[src/rtl/fsk_pkg.sv]
// rtl/fsk_pkg.sv - shared FSK framing and tone constants for modulator and demodulator
package fsk_pkg;
    localparam int BIT_CYCLES = 16;
    localparam int WORD_BITS  = 16;
    localparam int MARK_HALF  = 2;
    localparam int SPACE_HALF = 4;
    localparam int LOW_MAX    = 5;
    localparam int HIGH_MIN   = 7;
endpackage

[src/rtl/fsk_bit_slicer.sv]
// rtl/fsk_bit_slicer.sv - counts line transitions per bit window and slices each window to one bit
module fsk_bit_slicer #(
    parameter int BIT_CYCLES = fsk_pkg::BIT_CYCLES,
    parameter int LOW_MAX    = fsk_pkg::LOW_MAX,
    parameter int HIGH_MIN   = fsk_pkg::HIGH_MIN
) (
    input  logic clk,
    input  logic rst,
    input  logic data_in,
    input  logic sync,
    output logic slice_bit,
    output logic bit_strobe,
    output logic ambiguous
);
    localparam int CW = $clog2(BIT_CYCLES);
    localparam int EW = $clog2(BIT_CYCLES + 1);
    localparam logic [CW-1:0] CYC_LAST = CW'(BIT_CYCLES - 1);
    localparam logic [EW:0]   LOW_LIM  = (EW + 1)'(LOW_MAX);
    localparam logic [EW:0]   HIGH_LIM = (EW + 1)'(HIGH_MIN);

    logic          prev_in_q, prev_in_d;
    logic [CW-1:0] cyc_cnt_q, cyc_cnt_d;
    logic [EW-1:0] edge_cnt_q, edge_cnt_d;
    logic          edge_now;
    logic          last_cyc;
    logic [EW:0]   n_edges;

    // Edge detect, window counters and the end-of-window decision (current edge included)
    always_comb begin
        edge_now   = data_in ^ prev_in_q;
        last_cyc   = (cyc_cnt_q == CYC_LAST);
        n_edges    = {1'b0, edge_cnt_q} + (EW + 1)'(edge_now);
        slice_bit  = (n_edges > LOW_LIM);
        bit_strobe = last_cyc && !sync;
        ambiguous  = bit_strobe && slice_bit && (n_edges < HIGH_LIM);
        prev_in_d  = data_in;
        cyc_cnt_d  = cyc_cnt_q + CW'(1);
        edge_cnt_d = edge_cnt_q + EW'(edge_now);
        if (sync) begin
            // The sync cycle itself is window cycle 0, so the next cycle is cycle 1
            cyc_cnt_d  = CW'(1);
            edge_cnt_d = '0;
        end else if (last_cyc) begin
            cyc_cnt_d  = '0;
            edge_cnt_d = '0;
        end
    end

    // Window state registers
    always_ff @(posedge clk) begin
        if (rst) begin
            prev_in_q  <= 1'b0;
            cyc_cnt_q  <= '0;
            edge_cnt_q <= '0;
        end else begin
            prev_in_q  <= prev_in_d;
            cyc_cnt_q  <= cyc_cnt_d;
            edge_cnt_q <= edge_cnt_d;
        end
    end

    // Overlapping thresholds would make the 0/1/ambiguous split meaningless
    always_ff @(posedge clk) begin
        assert (LOW_MAX < HIGH_MIN) else $error("fsk_bit_slicer: LOW_MAX must be below HIGH_MIN");
    end
endmodule

[src/rtl/fsk_demod.sv]
// rtl/fsk_demod.sv - FSK receive stage assembling sliced bits MSB first into words
module fsk_demod #(
    parameter int BIT_CYCLES = fsk_pkg::BIT_CYCLES,
    parameter int WORD_BITS  = fsk_pkg::WORD_BITS,
    parameter int LOW_MAX    = fsk_pkg::LOW_MAX,
    parameter int HIGH_MIN   = fsk_pkg::HIGH_MIN
) (
    input  logic                 clk,
    input  logic                 rst,
    input  logic                 data_in,
    input  logic                 sync,
    output logic [WORD_BITS-1:0] data_out,
    output logic                 valid,
    output logic                 err
);
    localparam int IW = $clog2(WORD_BITS);
    localparam logic [IW-1:0] IDX_LAST = IW'(WORD_BITS - 1);

    logic                 slice_bit;
    logic                 bit_strobe;
    logic                 ambiguous;
    logic [WORD_BITS-2:0] shreg_q, shreg_d;
    logic [IW-1:0]        bit_idx_q, bit_idx_d;
    logic                 err_acc_q, err_acc_d;
    logic [WORD_BITS-1:0] data_out_q, data_out_d;
    logic                 valid_q, valid_d;
    logic                 err_q, err_d;

    fsk_bit_slicer #(
        .BIT_CYCLES (BIT_CYCLES),
        .LOW_MAX    (LOW_MAX),
        .HIGH_MIN   (HIGH_MIN)
    ) u_slicer (
        .clk        (clk),
        .rst        (rst),
        .data_in    (data_in),
        .sync       (sync),
        .slice_bit  (slice_bit),
        .bit_strobe (bit_strobe),
        .ambiguous  (ambiguous)
    );

    // Shift sliced bits in, publish the word and its error flag on the last bit
    always_comb begin
        shreg_d    = shreg_q;
        bit_idx_d  = bit_idx_q;
        err_acc_d  = err_acc_q;
        data_out_d = data_out_q;
        valid_d    = 1'b0;
        err_d      = err_q;
        if (sync) begin
            // Realign framing; the last good word stays visible
            shreg_d   = '0;
            bit_idx_d = '0;
            err_acc_d = 1'b0;
            err_d     = 1'b0;
        end else if (bit_strobe) begin
            shreg_d   = {shreg_q[WORD_BITS-3:0], slice_bit};
            err_acc_d = err_acc_q | ambiguous;
            if (bit_idx_q == IDX_LAST) begin
                data_out_d = {shreg_q, slice_bit};
                err_d      = err_acc_q | ambiguous;
                valid_d    = 1'b1;
                err_acc_d  = 1'b0;
                bit_idx_d  = '0;
            end else begin
                bit_idx_d = bit_idx_q + IW'(1);
            end
        end
    end

    // Word assembly and output registers
    always_ff @(posedge clk) begin
        if (rst) begin
            shreg_q    <= '0;
            bit_idx_q  <= '0;
            err_acc_q  <= 1'b0;
            data_out_q <= '0;
            valid_q    <= 1'b0;
            err_q      <= 1'b0;
        end else begin
            shreg_q    <= shreg_d;
            bit_idx_q  <= bit_idx_d;
            err_acc_q  <= err_acc_d;
            data_out_q <= data_out_d;
            valid_q    <= valid_d;
            err_q      <= err_d;
        end
    end

    assign data_out = data_out_q;
    assign valid    = valid_q;
    assign err      = err_q;
endmodule

[config.mk]
export PLATFORM = sky130hd
export DESIGN_NAME = fsk_demod
export DESIGN_NICKNAME = d
export VERILOG_FILES = /design/src/rtl/fsk_pkg.sv /design/src/rtl/fsk_bit_slicer.sv /design/src/rtl/fsk_demod.sv
export SDC_FILE = /design/constraint.sdc
export NUM_CORES = 1
export LEC_CHECK = 0
export CORE_ASPECT_RATIO = 1.2
export CORE_UTILIZATION = 45
export CTS_BUF_LIST = sky130_fd_sc_hd__clkbuf_4
export CTS_CLUSTER_DIAMETER = 100
export DETAILED_ROUTE_END_ITERATION = 8
export PLACE_DENSITY = 0.69
export SYNTH_ARGS = -nofsm -noshare
export SYNTH_HDL_FRONTEND = slang
export SYNTH_SLANG_ARGS = --single-unit
[constraint.sdc]
create_clock -name clk -period 1.84 [get_ports clk]
set_input_delay 0.368 -clock clk [delete_from_list [all_inputs] [get_ports clk]]
set_output_delay 0.368 -clock clk [all_outputs]
set_load 0.05 [all_outputs]
### After elaboration in Yosys (flattened, before gate mapping)

Index checks and enable logic that the tools add are counted.

| storage, ports and cells | value |
|---|---|
| register bits | 48 |
| input port bits | 4 |
| output and inout port bits | 18 |
| word-level logic and storage cells | 36 |

| cells by class | value |
|---|---|
| $add $sub $neg | 4 |
| order comparisons | 2 |
| equality and inequality tests | 2 |
| muxes and demuxes | 5 |
| bitwise operators | 4 |
| reductions and logical operators | 9 |

Operators with widths:

| kind | count |
|---|---|
| adder 4 x 1 -> 4 bit (second input constant) | 2 |
| == test 4 bit (second input constant) | 2 |
| adder 5 x 1 -> 6 bit | 1 |
| > comparator 6 x 3 -> 1 bit (second input constant) | 1 |
| less-than comparator 6 x 3 -> 1 bit (second input constant) | 1 |
| OR reduction 3 bit | 2 |
| adder 5 x 1 -> 5 bit | 1 |
| 2-to-1 mux 1 bit | 4 |
| 2-to-1 mux 4 bit | 1 |
| logical AND 1 bit | 3 |
| AND reduction 3 bit | 1 |
| inverter 1 bit | 2 |
| AND reduction 2 bit | 1 |
| OR reduction 2 bit | 1 |
| logical NOT 1 bit | 1 |
| bitwise OR 1 bit | 1 |
| XOR 1 bit | 1 |

### Depth between registers and ports, before layout

| logic depth | value |
|---|---|
| depth in word-level cells | 7 |
| gate-level depth with buffers | 7 |
| mapped depth without buffers | 7 |

### Hierarchy

Synthesis repeated with hierarchy kept, for this count alone.

| second synthesis, totals | value |
|---|---|
| cell total of the unflattened synthesis | 206 |
| area, all modules | 2,003.2 µm² |

Modules (own cells, without submodules):

| module | instances | cells each | area each (µm²) | sequential area each (µm²) |
|---|---|---|---|---|
| fsk_demod | 1 | 164 | 1,531.5 | 760.7 |
| fsk_bit_slicer | 1 | 42 | 471.7 | 200.2 |

### Worst setup path after synthesis

Ideal clock, no wire load.

| timing path | value |
|---|---|
| kind | input -> register |
| from | in data_in |
| to | reg err_acc_q |
| arrival time | 1,895 ps |
| path slack | -134 ps |
| stages on the path | 7 |
| buffers on the path | 0 |
| cells stage by stage | xor2_1 ha_1 ha_1 xnor2_1 nand2b_1 or4_4 a211oi_2 |

| between the ends | value |
|---|---|
| word-level cells in the longest chain between the ends | 7 |

Ends and longest elaborated chain:

| what | line | text |
|---|---|---|
| start, declared | fsk_demod.sv:10 | `input logic data_in,` |
| XOR 1 bit (*) | fsk_bit_slicer.sv:30 | `edge_now = data_in ^ prev_in_q;` |
| adder 5 x 1 -> 6 bit (*) | fsk_bit_slicer.sv:32 | `n_edges = {1'b0, edge_cnt_q} + (EW + 1)'(edge_now);` |
| > comparator 6 x 3 -> 1 bit | fsk_bit_slicer.sv:33 | `slice_bit = (n_edges > LOW_LIM);` |
| logical AND 1 bit | fsk_bit_slicer.sv:35 | `ambiguous = bit_strobe && slice_bit && (n_edges < HIGH_LIM);` |
| logical AND 1 bit (*) | fsk_bit_slicer.sv:35 |  |
| bitwise OR 1 bit (*) | fsk_demod.sv:59 | `err_acc_d = err_acc_q \| ambiguous;` |
| 2-to-1 mux 1 bit (*) | fsk_demod.sv:60 | `if (bit_idx_q == IDX_LAST) begin` |
| end signal, assigned | fsk_demod.sv:84 | `err_acc_q <= err_acc_d;` |
| end, declared | fsk_demod.sv:24 | `logic err_acc_q, err_acc_d;` |

Every way passes the cells marked *; elsewhere a longest branch is shown, timed or not.
A chain may end at the register's enable or synchronous reset.

### Worst setup path in the final report

| timing path | value |
|---|---|
| from | reg u_slicer.prev_in_q |
| to | reg err_acc_q |

| between the ends | value |
|---|---|
| word-level cells in the longest chain between the ends | 7 |

Ends and longest elaborated chain:

| what | line | text |
|---|---|---|
| start, declared | fsk_bit_slicer.sv:21 | `logic prev_in_q, prev_in_d;` |
| start signal, assigned | fsk_bit_slicer.sv:56 | `prev_in_q <= prev_in_d;` |
| XOR 1 bit (*) | fsk_bit_slicer.sv:30 |  |
| adder 5 x 1 -> 6 bit (*) | fsk_bit_slicer.sv:32 |  |
| > comparator 6 x 3 -> 1 bit | fsk_bit_slicer.sv:33 |  |
| logical AND 1 bit | fsk_bit_slicer.sv:35 |  |
| logical AND 1 bit (*) | fsk_bit_slicer.sv:35 |  |
| bitwise OR 1 bit (*) | fsk_demod.sv:59 |  |
| 2-to-1 mux 1 bit (*) | fsk_demod.sv:60 |  |

Marks and branches as above.

==> flow_summary.html <==
<table>
<tr><th>Metric</th><th>Value</th></tr>
<tr><th colspan="2">Finish</th></tr>
<tr><td>Total non-filler cell area in the finished layout</td><td>0.002150 mm^2</td></tr>
<tr><td>Number of antenna diodes</td><td>0</td></tr>
<tr><td>End-of-flow core utilization</td><td>58.20%</td></tr>
<tr><td>Share of final-layout standard cells stronger than drive strength 1</td><td>20.55%</td></tr>
<tr><td>Synthesis-to-finish area growth</td><td>21.16%</td></tr>
<tr><td>Final instance count without filler cells</td><td>271</td></tr>
<tr><td>Net count of the finished layout</td><td>226</td></tr>
<tr><td>Flip-flop and latch area</td><td>962.2 um^2</td></tr>
<tr><td>Area of the multi-input gates</td><td>797.0 um^2</td></tr>
<tr><td>Number of fill cells</td><td>334</td></tr>
<tr><th colspan="2">Setup path</th></tr>
<tr><td>Critical path launch point type</td><td>flip-flop</td></tr>
<tr><td>Reg2Reg Setup Slack</td><td>-50 ps</td></tr>
<tr><td>Startpoint of the worst setup timing path</td><td>u_slicer.prev_in_q</td></tr>
<tr><td>Setup CP Type</td><td>flip-flop to flip-flop</td></tr>
<tr><td>CP Data Required Time</td><td>2130 ps</td></tr>
<tr><td>Destination of the critical timing path</td><td>err_acc_q</td></tr>
<tr><td>Type of element capturing the critical path</td><td>flip-flop</td></tr>
<tr><td>CP max FO</td><td>3</td></tr>
<tr><td>Worst endpoint data arrival time</td><td>2180 ps</td></tr>
<tr><td>Reg2Reg Depth</td><td>7</td></tr>
<tr><td>R2R Path Start</td><td>u_slicer.prev_in_q</td></tr>
<tr><td>Endpoint of the worst-slack reg-to-reg timing path</td><td>err_acc_q</td></tr>
<tr><th colspan="2">Global routing</th></tr>
<tr><td>Global-route wire length before repair</td><td>5.865 mm</td></tr>
<tr><td>Number of antenna violations at the first check in global routing</td><td>0</td></tr>
<tr><td>Leftover overflow at the end of global routing</td><td>0</td></tr>
<tr><td>Tot GR Track Use</td><td>18.49%</td></tr>
<tr><td>Maximum number of pins on one net before global-route repair</td><td>21</td></tr>
<tr><td>Number of global-route vias before repair</td><td>1328</td></tr>
<tr><th colspan="2">Pwr</th></tr>
<tr><td>Switching share of total power</td><td>21.69%</td></tr>
<tr><td>Leakage power</td><td>0.8179 nW</td></tr>
<tr><td>Clk network pwr share</td><td>30.7%</td></tr>
<tr><td>IR drop worst, VDD</td><td>477.4 uV</td></tr>
<tr><td>PD cells</td><td>738.6 mW/mm^2</td></tr>
<tr><td>Overall power</td><td>1.588 mW</td></tr>
<tr><td>Share of total power in combinational logic</td><td>3.2%</td></tr>
<tr><td>Reg power frac</td><td>66.1%</td></tr>
<tr><td>Switching power total</td><td>344.4 uW</td></tr>
<tr><td>Internal power</td><td>1.243 mW</td></tr>
<tr><th colspan="2">Place</th></tr>
<tr><td>Number of placed instances, taps included</td><td>262</td></tr>
<tr><td>Number of port buffers</td><td>21</td></tr>
<tr><td>Routability cong.</td><td>0.6944</td></tr>
<tr><td>HPWL reported at the end of detailed placement</td><td>2.218 mm</td></tr>
<tr><td>Setup Slack @ Placement</td><td>-530.5 ps</td></tr>
<tr><td>Total cell area at the placement stage</td><td>0.002068 mm^2</td></tr>
<tr><th colspan="2">Floorplanning</th></tr>
<tr><td>Die ar.</td><td>0.004199 mm^2</td></tr>
<tr><td>Vertical die dimension</td><td>70.79 um</td></tr>
<tr><td>Die X-Extent</td><td>59.32 um</td></tr>
<tr><td>Floorplan core area</td><td>0.003694 mm^2</td></tr>
<tr><td>Top-level I/O count</td><td>22</td></tr>
<tr><td>Initial Utilization</td><td>48.04%</td></tr>
<tr><td>Num rows</td><td>24</td></tr>
<tr><th colspan="2">CTS</th></tr>
<tr><td>CTS tree</td><td>built</td></tr>
<tr><td>Latest clock arrival within the worst-skew pair</td><td>360 ps</td></tr>
<tr><td>Buffer type at the clock tree root</td><td>sky130_fd_sc_hd__clkbuf_4</td></tr>
<tr><td>Sink Count</td><td>48</td></tr>
<tr><td>Buffer levels on the longest clock path</td><td>2</td></tr>
<tr><td>Clock transition at the register clock pins on the worst setup and hold paths after CTS</td><td>120 ps</td></tr>
<tr><td>Clock buffers created by TritonCTS</td><td>5</td></tr>
<tr><td>Number of buffers inserted for hold repair after clock tree synthesis</td><td>0</td></tr>
<tr><td>Count of H-tree levels built during CTS</td><td>2</td></tr>
<tr><th colspan="2">STA</th></tr>
<tr><td>Peak clock frequency supported by timing</td><td>0.5289 GHz</td></tr>
<tr><td>Worst slew margin relative to its limit</td><td>67.72%</td></tr>
<tr><td>Final period utilization</td><td>102.8%</td></tr>
<tr><td>Total of endpoints with negative setup slack in the final report</td><td>2</td></tr>
<tr><td>Final clock skew</td><td>8.571 ps</td></tr>
<tr><td>Unrepaired setup endpoints after global routing</td><td>true</td></tr>
<tr><td>Slew of the pin with the lowest slew margin</td><td>486.1 ps</td></tr>
<tr><td>Time the final worst path needs with I/O delays and setup</td><td>1891 ps</td></tr>
<tr><td>Hold Slack</td><td>377.4 ps</td></tr>
<tr><td>Final WS setup</td><td>-50.80 ps</td></tr>
<tr><td>Total count of max-transition violations in the final report</td><td>0</td></tr>
<tr><td>Hold violation count in the final report</td><td>0</td></tr>
<tr><td>Final TNS setup</td><td>-57.56 ps</td></tr>
<tr><th colspan="2">Logic synthesis</th></tr>
<tr><td>Biggest area contributors in the synthesized netlist</td><td>sky130_fd_sc_hd__dfxtp_1 54%, sky130_fd_sc_hd__mux2i_1 9.0%, sky130_fd_sc_hd__nand2_1 6.8%</td></tr>
<tr><td>Yosys top cell area share</td><td>54.16%</td></tr>
<tr><td>Post-synth design cell area</td><td>0.001774 mm^2</td></tr>
<tr><td>Flip-flop and latch count after synthesis</td><td>48</td></tr>
<tr><td>Avg Synthesized Cell Area</td><td>9.387 um^2</td></tr>
<tr><td>Number of distinct library cell variants in the gate-level netlist after synthesis</td><td>28</td></tr>
<tr><td>Sequential share of the synthesized area</td><td>54.16%</td></tr>
<tr><td>Post-synth top area cell</td><td>sky130_fd_sc_hd__dfxtp_1</td></tr>
<tr><td>Synthesized Nets</td><td>197</td></tr>
<tr><td>YS warnings</td><td>0</td></tr>
<tr><td>Synthesized netlist cell count</td><td>189</td></tr>
<tr><th colspan="2">Drt</th></tr>
<tr><td>Post-route ant nets</td><td>0</td></tr>
<tr><td>Routed wire length</td><td>3.442 mm</td></tr>
<tr><td>Post-detailed-route wirelength per cell</td><td>12.70 um</td></tr>
<tr><td>Via count of the routed design</td><td>1342</td></tr>
<tr><td>Vias per cell</td><td>4.952</td></tr>
<tr><td>Starting DRC count in detailed routing</td><td>62</td></tr>
<tr><td>DRC errors left</td><td>0</td></tr>
<tr><td>Detailed-router iteration count before antenna repair</td><td>4</td></tr>
<tr><th colspan="2">Run</th></tr>
<tr><td>Max-cap check violation count</td><td>0</td></tr>
<tr><th colspan="2">Outcome</th></tr>
<tr><td>Violated checks</td><td>negative setup slack</td></tr>
<tr><td>Status</td><td>complete, but fails checks</td></tr>
<tr><th colspan="2">Worst hold path</th></tr>
<tr><td>Worst hold stages</td><td>2</td></tr>
<tr><td>Hold Crit Class</td><td>primary input to flip-flop</td></tr>
</table>
## kinds of logic after synthesis
family | share of synthesized area, %
AO/OA/AOI/OAI | 6.841
XOR/XNOR | 4.443
adder cells (fa/ha/maj) | 2.821
buffers and inverters | 3.244
flip-flops | 54.16
multiplexers | 9.027
AND/OR/NAND/NOR | 19.46
## cell usage after synthesis
cell / number
sky130_fd_sc_hd__mux2i_1: 16
sky130_fd_sc_hd__clkbuf_1: 7
sky130_fd_sc_hd__xor2_1: 6
sky130_fd_sc_hd__a211oi_1: 1
sky130_fd_sc_hd__nand4_1: 1
sky130_fd_sc_hd__a211oi_2: 1
sky130_fd_sc_hd__buf_4: 1
sky130_fd_sc_hd__nor3_2: 1
sky130_fd_sc_hd__nand2_2: 1
sky130_fd_sc_hd__nor3b_1: 1
sky130_fd_sc_hd__a21oi_1: 17
sky130_fd_sc_hd__nor3_1: 3
sky130_fd_sc_hd__ha_1: 4
sky130_fd_sc_hd__nor2b_1: 2
sky130_fd_sc_hd__buf_6: 1
sky130_fd_sc_hd__xnor2_1: 3
sky130_fd_sc_hd__dfxtp_1: 48
sky130_fd_sc_hd__and3_1: 4
sky130_fd_sc_hd__or2_2: 1
sky130_fd_sc_hd__buf_2: 1
sky130_fd_sc_hd__or4_4: 1
sky130_fd_sc_hd__nand3_1: 5
sky130_fd_sc_hd__a31oi_1: 1
sky130_fd_sc_hd__nand2_1: 32
sky130_fd_sc_hd__nand2b_1: 1
sky130_fd_sc_hd__inv_1: 2
sky130_fd_sc_hd__o21ai_0: 2
sky130_fd_sc_hd__nor2_1: 25
## per-layer routing
| layer | vias up | track usage (%) | routed length, um |
|---|---|---|---|
| li1 | 680 | - | - |
| met1 | 626 | 21.48 | 1536 |
| met2 | 28 | 31.21 | 1690 |
| met3 | 8 | 5.119 | 147 |
| met4 | 0 | 7.937 | 68 |
| met5 | - | 0 | 0 |
## worst max-delay path, stage by stage, from the launching register on
cell,delay [ps]
sky130_fd_sc_hd__dfxtp_2,340
sky130_fd_sc_hd__xor2_1,160
sky130_fd_sc_hd__ha_2,210
sky130_fd_sc_hd__ha_4,180
sky130_fd_sc_hd__xnor2_2,140
sky130_fd_sc_hd__nand2b_4,150
sky130_fd_sc_hd__or4_4,480
sky130_fd_sc_hd__a211oi_2,170
## flip-flops by register name, indices dropped and copies added, names as in the netlist
| signal | flops |
|---|---|
| data_out | 16 |
| shreg_q | 15 |
| u_slicer.edge_cnt_q | 5 |
| bit_idx_q | 4 |
| u_slicer.cyc_cnt_q | 4 |
| err | 1 |
| err_acc_q | 1 |
| u_slicer.prev_in_q | 1 |
| valid | 1 |
## how the worst min path moves through the flow
stage,start,end,slack [ps]
floorplan,shreg_q[14],shreg_q[14],440
global placement,shreg_q[14],shreg_q[14],450
detailed placement,shreg_q[14],shreg_q[14],450
CTS,data_in,u_slicer.prev_in_q,360
global route,data_in,u_slicer.prev_in_q,400
finish,data_in,u_slicer.prev_in_q,380
## power groups by stage
stage	registers (mW)	clock network [mW]	logic (mW)
global placement	1.07	0	0.0482
finish	1.05	0.488	0.0505
floorplan	1.07	0	0.0280
global route	1.05	0.555	0.0538
CTS	1.05	0.514	0.0488
detailed placement	1.07	0	0.0493
## layout make-up
class                           instances  share of cell area [%]
Inverter                                2                  0.3492
Multi-Input combinational cell        129                   37.08
Clock buffer                            7                   2.445
Clock inverter                          1                  0.1746
Tap cell                               52                   3.027
Timing Repair Buffer                   32                   12.17
Sequential cell                        48                   44.76
## timing repair
action                     CTS  global route
resized for setup            3             4
pin swaps                    3             3
setup endpoints to repair    4             2
buffers inserted             0             1
gates cloned                 0             0
## cell usage in the layout (no fill, tap or decap)
master / Yosys / routed
sky130_fd_sc_hd__a211oi_2: 1 / 1
sky130_fd_sc_hd__buf_12: 0 / 1
sky130_fd_sc_hd__ha_4: 0 / 1
sky130_fd_sc_hd__ha_1: 4 / 2
sky130_fd_sc_hd__nor3b_2: 0 / 1
sky130_fd_sc_hd__nor2b_1: 2 / 2
sky130_fd_sc_hd__nand2b_4: 0 / 1
sky130_fd_sc_hd__inv_1: 2 / 2
sky130_fd_sc_hd__and3_1: 4 / 4
sky130_fd_sc_hd__nand4_1: 1 / 1
sky130_fd_sc_hd__a31oi_1: 1 / 1
sky130_fd_sc_hd__nor3_1: 3 / 3
sky130_fd_sc_hd__clkbuf_4: 0 / 7
sky130_fd_sc_hd__or2_2: 1 / 1
sky130_fd_sc_hd__dlygate4sd2_1: 0 / 3
sky130_fd_sc_hd__clkinv_1: 0 / 1
sky130_fd_sc_hd__a21oi_1: 17 / 17
sky130_fd_sc_hd__or4_4: 1 / 1
sky130_fd_sc_hd__ha_2: 0 / 1
sky130_fd_sc_hd__xnor2_1: 3 / 2
sky130_fd_sc_hd__dfxtp_1: 48 / 47
sky130_fd_sc_hd__xor2_1: 6 / 6
sky130_fd_sc_hd__buf_4: 1 / 26
sky130_fd_sc_hd__nand2_1: 32 / 32
sky130_fd_sc_hd__mux2i_1: 16 / 16
sky130_fd_sc_hd__o21ai_0: 2 / 2
sky130_fd_sc_hd__a211oi_1: 1 / 1
sky130_fd_sc_hd__nand2_2: 1 / 1
sky130_fd_sc_hd__nor3_4: 0 / 1
sky130_fd_sc_hd__nor2_1: 25 / 25
sky130_fd_sc_hd__nand3_1: 5 / 5
sky130_fd_sc_hd__dfxtp_2: 0 / 1
sky130_fd_sc_hd__clkdlybuf4s50_1: 0 / 2
sky130_fd_sc_hd__xnor2_2: 0 / 1
Power figures use the tool's default switching activity.
